===== config.mk =====
export PLATFORM = sky130hd
export DESIGN_NAME = riscv_mem_seq
export DESIGN_NICKNAME = d
export VERILOG_FILES = /design/src/rtl/riscv_mem_pkg.sv /design/src/rtl/riscv_load_ext.sv /design/src/rtl/riscv_mem_seq.sv
export SDC_FILE = /design/constraint.sdc
export NUM_CORES = 1
export LEC_CHECK = 0
export ABC_AREA = 1
export CAP_MARGIN = 20
export CORE_MARGIN = 5
export CORE_UTILIZATION = 50
export CTS_CLUSTER_DIAMETER = 40
export DETAILED_ROUTE_END_ITERATION = 12
export DONT_BUFFER_PORTS = 1
export PLACE_DENSITY = 0.7
export SYNTH_ARGS = -nofsm -noshare
export SYNTH_HDL_FRONTEND = slang
export SYNTH_SLANG_ARGS = --single-unit

===== constraint.sdc =====
create_clock -name clk -period 2.8 [get_ports clk]
set_input_delay 0.28 -clock clk [delete_from_list [all_inputs] [get_ports clk]]
set_output_delay 0.28 -clock clk [all_outputs]
set_load 0.03 [all_outputs]

===== src/rtl/riscv_mem_pkg.sv =====
// riscv_mem_pkg: shared funct3 codes, sequencer states and access-size helper
package riscv_mem_pkg;
    localparam logic [2:0] LB  = 3'b000;
    localparam logic [2:0] LH  = 3'b001;
    localparam logic [2:0] LW  = 3'b010;
    localparam logic [2:0] LBU = 3'b100;
    localparam logic [2:0] LHU = 3'b101;
    localparam logic [2:0] SB  = 3'b000;
    localparam logic [2:0] SH  = 3'b001;
    localparam logic [2:0] SW  = 3'b010;

    typedef enum logic [1:0] {IDLE, ACCESS, RESP} mem_seq_state_t;

    function automatic logic [2:0] size_bytes(input logic [2:0] funct3);
        return funct3[1] ? 3'd4 : (funct3[0] ? 3'd2 : 3'd1);
    endfunction
endpackage


===== src/rtl/riscv_load_ext.sv =====
// riscv_load_ext: sign/zero-extends raw load data according to funct3
module riscv_load_ext (
    input  logic [2:0]  funct3_i,
    input  logic [31:0] raw_i,
    output logic [31:0] ext_o
);
    // funct3[2] selects zero extension; word loads pass through untouched
    always_comb begin
        ext_o = funct3_i[1] ? raw_i :
                funct3_i[0] ? {{16{~funct3_i[2] & raw_i[15]}}, raw_i[15:0]} :
                              {{24{~funct3_i[2] & raw_i[7]}}, raw_i[7:0]};
    end
endmodule


===== src/rtl/riscv_mem_seq.sv =====
// riscv_mem_seq: sequences one RV32 load/store into little-endian byte BRAM accesses
module riscv_mem_seq
    import riscv_mem_pkg::*;
#(
    parameter int ADDR_LENGTH = 5
) (
    input  logic                   clk,
    input  logic                   rst,
    input  logic                   req_valid,
    output logic                   req_ready,
    input  logic                   req_we,
    input  logic [2:0]             req_funct3,
    input  logic [31:0]            req_addr,
    input  logic [31:0]            req_wdata,
    output logic                   resp_valid,
    output logic [31:0]            resp_rdata,
    output logic                   resp_err,
    output logic                   bram_we,
    output logic [ADDR_LENGTH-1:0] bram_waddr,
    output logic [7:0]             bram_wdata,
    output logic [ADDR_LENGTH-1:0] bram_raddr,
    input  logic [7:0]             bram_dout
);
    mem_seq_state_t         state_q;
    logic                   we_q;
    logic [2:0]             f3_q;
    logic [1:0]             cnt_q;
    logic [31:0]            wdata_q;
    logic [31:0]            data_q;
    logic [31:0]            data_d;
    logic [31:0]            ext_d;
    logic                   req_ready_q;
    logic                   resp_valid_q;
    logic                   resp_err_q;
    logic [31:0]            resp_rdata_q;
    logic                   bram_we_q;
    logic [ADDR_LENGTH-1:0] bram_addr_q;
    logic [7:0]             bram_wdata_q;
    logic                   req_bad;
    logic                   last_byte;

    assign req_bad = (req_funct3[1:0] == 2'b11) || (req_funct3[2:1] == 2'b11) ||
                     (req_we && req_funct3[2]) ||
                     (req_funct3[1:0] == 2'b01 && req_addr[0]) ||
                     (req_funct3[1:0] == 2'b10 && req_addr[1:0] != 2'b00);
    assign last_byte = {1'b0, cnt_q} == size_bytes(f3_q) - 3'd1;

    // merge the byte arriving this cycle into its lane so the final byte is visible at the RESP transition
    always_comb begin
        data_d = data_q;
        data_d[{cnt_q, 3'b000} +: 8] = bram_dout;
    end

    riscv_load_ext u_ext (
        .funct3_i(f3_q),
        .raw_i   (data_d),
        .ext_o   (ext_d)
    );

    // sequencer FSM with all outputs registered; read and write share one address register
    always_ff @(posedge clk) begin
        if (rst) begin
            state_q      <= IDLE;
            we_q         <= 1'b0;
            f3_q         <= 3'b000;
            cnt_q        <= 2'd0;
            wdata_q      <= 32'd0;
            data_q       <= 32'd0;
            req_ready_q  <= 1'b1;
            resp_valid_q <= 1'b0;
            resp_err_q   <= 1'b0;
            resp_rdata_q <= 32'd0;
            bram_we_q    <= 1'b0;
            bram_addr_q  <= '0;
            bram_wdata_q <= 8'd0;
        end else begin
            case (state_q)
                IDLE: if (req_valid && req_ready_q) begin
                    we_q        <= req_we;
                    f3_q        <= req_funct3;
                    wdata_q     <= req_wdata;
                    data_q      <= 32'd0;
                    cnt_q       <= 2'd0;
                    req_ready_q <= 1'b0;
                    if (req_bad) begin
                        state_q      <= RESP;
                        resp_valid_q <= 1'b1;
                        resp_err_q   <= 1'b1;
                        resp_rdata_q <= 32'd0;
                    end else begin
                        state_q      <= ACCESS;
                        bram_we_q    <= req_we;
                        bram_addr_q  <= req_addr[ADDR_LENGTH-1:0];
                        bram_wdata_q <= req_wdata[7:0];
                    end
                end
                ACCESS: begin
                    if (!we_q) data_q <= data_d;
                    cnt_q        <= cnt_q + 2'd1;
                    bram_addr_q  <= bram_addr_q + 1'b1;
                    bram_wdata_q <= wdata_q[{cnt_q + 2'd1, 3'b000} +: 8];
                    if (last_byte) begin
                        state_q      <= RESP;
                        bram_we_q    <= 1'b0;
                        resp_valid_q <= 1'b1;
                        resp_rdata_q <= we_q ? 32'd0 : ext_d;
                    end
                end
                RESP: begin
                    state_q      <= IDLE;
                    req_ready_q  <= 1'b1;
                    resp_valid_q <= 1'b0;
                    resp_err_q   <= 1'b0;
                    resp_rdata_q <= 32'd0;
                end
                default: state_q <= IDLE;
            endcase
        end
    end

    assign req_ready  = req_ready_q;
    assign resp_valid = resp_valid_q;
    assign resp_err   = resp_err_q;
    assign resp_rdata = resp_rdata_q;
    assign bram_we    = bram_we_q;
    assign bram_waddr = bram_addr_q;
    assign bram_raddr = bram_addr_q;
    assign bram_wdata = bram_wdata_q;
endmodule

[Yosys cells after proc, flatten, opt, wreduce, memory -nomap -nowiden]
Index checks and enable logic that the tools add are counted.
Widths: inputs -> output; s select.
Word-level totals
  register bits: 121
  logic and storage cells: 93
  output and inout port bits: 54
Operators by class
  equal/unequal tests: 12
  reduce and logical (&&, ||, !) cells: 22
  add/subtract/negate cells: 4
  bitwise gates (word level): 3
  shifts and indexed selects: 3
  multiplexer cells: 36
Operators by type and width (count)
  $mux 32: 8
  $pmux 32 s3: 1
  $pmux 32 s2: 1
  $bwmux 32: 1
  $shift 8x7->32 const A: 1
  $shiftx 32x6->8: 1
  $shiftx 8x7->32: 1
  $mux 8: 2
  $pmux 8 s2: 1
  $mux 2: 5
  $mux 5: 2
  $ne 2x2->1 const B: 5
  $pmux 5 s2: 1
  $reduce_and 3->1: 3
  $eq 2x2->1 const B: 4
  $pmux 2 s2: 2
  $reduce_and 2->1: 4
  $reduce_and 4->1: 2
  $mux 1: 7
  $neg 5->7: 1
  $pmux 1 s2: 3
  $reduce_bool 2->1: 3
  $add 5x1->5 const B: 1
  $eq 2x1->1 const B: 2
  11 further kinds: 18

[Logic depth before layout (Yosys ltp)]
  word-level depth: 9
  gate-level depth with buffers: 14
  gate-level depth less buffers: 12

[Cells and area by module]
A second synthesis with hierarchy kept.
Unflattened totals
  cell total of the unflattened synthesis: 933
  area, all modules: 6257.3 um^2
By module, submodules not included
  riscv_mem_seq: area an instance 5901.9 um^2, sequential area each 2422.3 um^2, cells each 863, times used 1
  riscv_load_ext: area an instance 355.3 um^2, sequential area each 0.0 um^2, cells each 70, times used 1

[Worst setup path before layout]
No wires, ideal clock.
  path kind: reg-to-reg
  start point: register f3_q[1]
  end point: register resp_valid_q, in the netlist resp_valid
  cell stages (with the launch flop): 14
  arrival: 2.073 ns
  path buffers: 3
  slack: 0.657 ns
  setup time: 0.070 ns
  clock period less this slack: 2.143 ns
  data required time: 2.730 ns
  path through: dfxtp_1 inv_1 buf_2 buf_1 nand2_1 ha_1 xor2_1 nand3_1 nand2_2 nand2_2 nor2_4 buf_4 nand2_1 a21oi_1
On the way
  cells in the longest elaborated chain, start to end: 5
Ends and longest elaborated chain
  from (decl): line riscv_mem_seq.sv:26  | logic [2:0] f3_q;
  from (signal assigned): line riscv_mem_seq.sv:80  | f3_q <= req_funct3;
  $mux 3: line riscv_mem_pkg.sv:15  | return funct3[1] ? 3'd4 : (funct3[0] ? 3'd2 : 3'd1);
  $sub 3x1->3: line riscv_mem_seq.sv:46  | assign last_byte = {1'b0, cnt_q} == size_bytes(f3_q) - 3'd1;
  $eq 2x3->1: line riscv_mem_seq.sv:46
  $ne 2x2->1 (no line)
  $reduce_and 4->1 (no line)
  to (signal assigned): line riscv_mem_seq.sv:70  | resp_valid_q <= 1'b0;
  to (signal assigned): line riscv_mem_seq.sv:87  | resp_valid_q <= 1'b1;
  to (signal assigned): line riscv_mem_seq.sv:105  | resp_valid_q <= 1'b1;
  to (decl): line riscv_mem_seq.sv:33  | logic resp_valid_q;
Every way passes these cells.
A chain may end at the register's enable or synchronous reset.

[Final worst setup path]
  start point: register cnt_q[1]
  end point: register resp_rdata_q[29], in the netlist resp_rdata[29]
On the way
  cells in the longest elaborated chain, start to end: 9
  elaborated cells between the ends (all ways): 14
  classes of those cells: 1 x add/sub; 2 x eq/ne; 2 x shift; 6 x mux; 2 x bitwise; 1 x reduce/logical
Ends and longest elaborated chain
  from (decl): line riscv_mem_seq.sv:27  | logic [1:0] cnt_q;
  from (signal assigned): line riscv_mem_seq.sv:99  | cnt_q <= cnt_q + 2'd1;
  $neg 5->7: line riscv_mem_seq.sv:51  | data_d[{cnt_q, 3'b000} +: 8] = bram_dout;
  $shiftx 8x7->32 / $shift 8x7->32 (equally long branches): line riscv_mem_seq.sv:51
  $bwmux 32: line riscv_mem_seq.sv:51
  $and 1x1->1, on equally long branches: line riscv_load_ext.sv:11, riscv_load_ext.sv:10
  $mux 32: line riscv_load_ext.sv:10  | funct3_i[0] ? {{16{~funct3_i[2] & raw_i[15]}}, raw_i[15:0]} :
  $mux 32: line riscv_load_ext.sv:9  | ext_o = funct3_i[1] ? raw_i :
  $mux 32: line riscv_mem_seq.sv:106  | resp_rdata_q <= we_q ? 32'd0 : ext_d;
  $mux 32: line riscv_mem_seq.sv:102  | if (last_byte) begin
  $pmux 32 s3: line riscv_mem_seq.sv:77  | case (state_q)
  to (signal assigned): line riscv_mem_seq.sv:106
  to (decl): line riscv_mem_seq.sv:35  | logic [31:0] resp_rdata_q;
Several ways; a longest one is shown, not always the timed one. The select of a mux whose other input is x is not followed.

==> results.cfg <==
[synth]
yosysWarnings = 0
syn_avg_cell_area_um2 = 6.908
synth_seq_area_share = 0.4230
synthDistinctLibCells = 36
synth.top_cell.area_share = 0.4230
syn-instance-count = 829
ys_top_cells_by_area = dfxtp_1 (42%), nor2_1 (12%), nand2_1 (12%), a21oi_1 (6.4%), o21ai_0 (6.4%)
synth_edf_count = 0
synth.most_common_cell = nor2_1
yosys-top-cells-count = nor2_1 (185), nand2_1 (182), dfxtp_1 (121), a21oi_1 (73), o21ai_0 (73)
yosysTopAreaCell = dfxtp_1
syn-num-nets = 915
async_reset_ff_frac = 0
synth_seq_cells = 121
synth_ff_type = dfxtp_1
synth_area_um2 = 5727

[global_routing]
grt_pass1_wl_um = 24180
gr-total-overflow = 0
first_global_vias = 4976
antenna_found_initial = 0
grt_max_degree = 59
grt_usage = 0.2236

[timing]
clock.fmax_mhz = 429.9
tightestPinTransition_ps = 821.5
finalHoldViolCount = 0
rsz0062_at_grt = no
maxSlewHeadroom = 0.4517
finalCriticalPeriod_ps = 2326
tns_ps = 0
slew_violations = 0
fin_crit_sh = 0.8307
skew_ps = 5.231
whs_ps = 22.24
setup_violations = 0

[worst_setup_path]
cp-startpoint = cnt_q[1]
r2r-start = cnt_q[1]
startpoint_type = flip-flop
critPathArrivalTime_ps = 2660
crit_fanout = 16
reg2reg_setup_slack_ps = 470
r2r_end = resp_rdata[29]
crit_end = resp_rdata[29]
cp_data_required_time_ps = 3140
reg2regPathDepth = 10
cp-end-kind = flip-flop
worstSetupPathType = flip-flop to flip-flop

[drt]
ant_nets = 0
drt-initial-drc-count = 359
vias = 5271
first_pass_iters = 5
drcViolationCount = 0
viasPerCell = 5.491
routed_wl_um = 15040
wl_per_cell_um = 15.66

[clock_tree]
cts.reportedPaths.clkPinSlew_ps = 60
cts_root_buf = clkbuf_16
cts_inserted_buffers = 17
cts_tree = done
cts-htree-levels = 4
numClockSinks = 121
postCtsSetupRepairBufs = 0
clock_latency_ps = 410
cts_buffer_depth = 2

[power]
seq_power_share = 0.416
internal-power_mw = 3.628
power_frac_comb = 0.177
switching_power_mw = 1.817
powerDensity_nw_per_um2 = 862.2
power.total_mw = 5.444
pwr-share-clk = 0.407
sw_frac_of_total = 0.3337
vdd_drop_max_v = 0.0004846
power.leakage_nw = 2.577

[floorplan]
core-area_um2 = 11320
initial_utilization = 0.5059
io_pins = 133
dieArea_um2 = 13690
die_w_um = 117.0
die_h_um = 117.0
rows = 39

[flow_run]
drv_cap = 0

[place]
port_buffers = 0
place.gp.congestion = 0.9108
post-dp-hpwl_um = 10010
placedCellCount = 927

[layout]
fillers = 1055
num-nets-final = 890
area_growth_pct = 10.27
instances_no_fill = 960
multi_input_area_um2 = 2864
num_antenna_cells = 0
final-seq-area_um2 = 2422
drive_gt1_frac = 0.07466

[status]
status = complete, no violations

[worst_hold_path]
hold_path_class = primary input to flip-flop
==> final cells by class <==
class | count | share of cell area
inverters | 40 | 0.02417
well taps | 143 | 0.02833
multi-input cells | 615 | 0.4535
clock buffers | 18 | 0.06796
repair buffers | 9 | 0.01466
clock inverters | 14 | 0.02774
flip-flops and latches | 121 | 0.3836
==> kinds of logic (layout without fill, tap and decap cells) <==
family / after synthesis / count (layout) / share of synthesized area
flops: 121 / 121 / 0.4230
mux: 8 / 8 / 0.01398
fa+ha+maj: 7 / 7 / 0.01529
xor+xnor: 2 / 2 / 0.003059
buf+inv: 93 / 81 / 0.07690
simple gates: 412 / 412 / 0.2919
compound gates: 186 / 186 / 0.1759
==> power groups by stage <==
stage          registers [mW]  logic [mW]  clock network, mW
2_1_floorplan            2.25       0.828                  0
3_3_place_gp             2.29       0.918                  0
3_5_place_dp             2.30       0.942                  0
4_1_cts                  2.27       0.963               2.25
5_1_grt                  2.29        1.11               2.32
6_report                 2.26       0.964               2.22
==> sequential cells by signal (all words and copies together) (netlist names), 2 cells and up <==
register,count
wdata_q,32
bram_raddr,5
state_q,2
data_q,32
resp_rdata,32
bram_wdata,8
f3_q,3
cnt_q,2
==> metrics by stage <==
stage | setup WS, ps | cell area (µm²) | util
6_report | 474.1 | 6315 | 0.5578
5_1_grt | 191.5 | 6315 | 0.5578
4_1_cts | 479.2 | 6315 | 0.5578
3_5_place_dp | 513.5 | 5690 | 0.5027
3_3_place_gp | 553.6 | 5690 | 0.5027
2_1_floorplan | 656.6 | 5727 | -
==> routing by layer <==
layer	global-route usage	vias up	part of all wire
met4	0.07187	0	0.018
li1	-	2641	-
met5	0	-	0
met3	0.05810	20	0.073
met1	0.2879	2418	0.43
met2	0.3675	192	0.48
==> worst max-delay path, cell delays in order (launching register included) <==
cell     delay [ps]
dfxtp_1         440
inv_1           110
ha_1            510
nand2_1         110
inv_1           160
nand3_1         120
nand4_1         120
nand3_2         280
nor2_1          190
nor2_1           50
nor2_1          140
==> cells in the final DEF (no fill, tap or decap), types with 5 or more instances in the layout <==
cell,count
dfxtp_1,121
clkinv_4,5
mux2i_1,8
o22ai_1,7
a21boi_0,9
o21ai_1,9
inv_1,33
a21oi_1,73
buf_4,7
o221ai_1,8
nand3_1,25
nor2_1,185
clkbuf_16,17
o21ai_0,73
nand2_1,182
ha_1,7
==> timing repair <==
action | CTS | global route
resized for setup | 0 | 0
hold buffers | 1 | 0
endpoints found under the hold margin | 46 | 0
==> how the worst min path moves through the flow <==
stage	cells past startpoint	slack, ps	startpoint	to
after detailed placement	1	360	rst	resp_rdata[8]
after global routing	2	30	req_we	we_q
after global placement	1	360	rst	data_q[22]
after CTS	3	10	rst	cnt_q[0]
after floorplan	2	420	req_we	we_q
final	2	20	req_wdata[28]	wdata_q[28]
(Power assumes the default switching activity.)
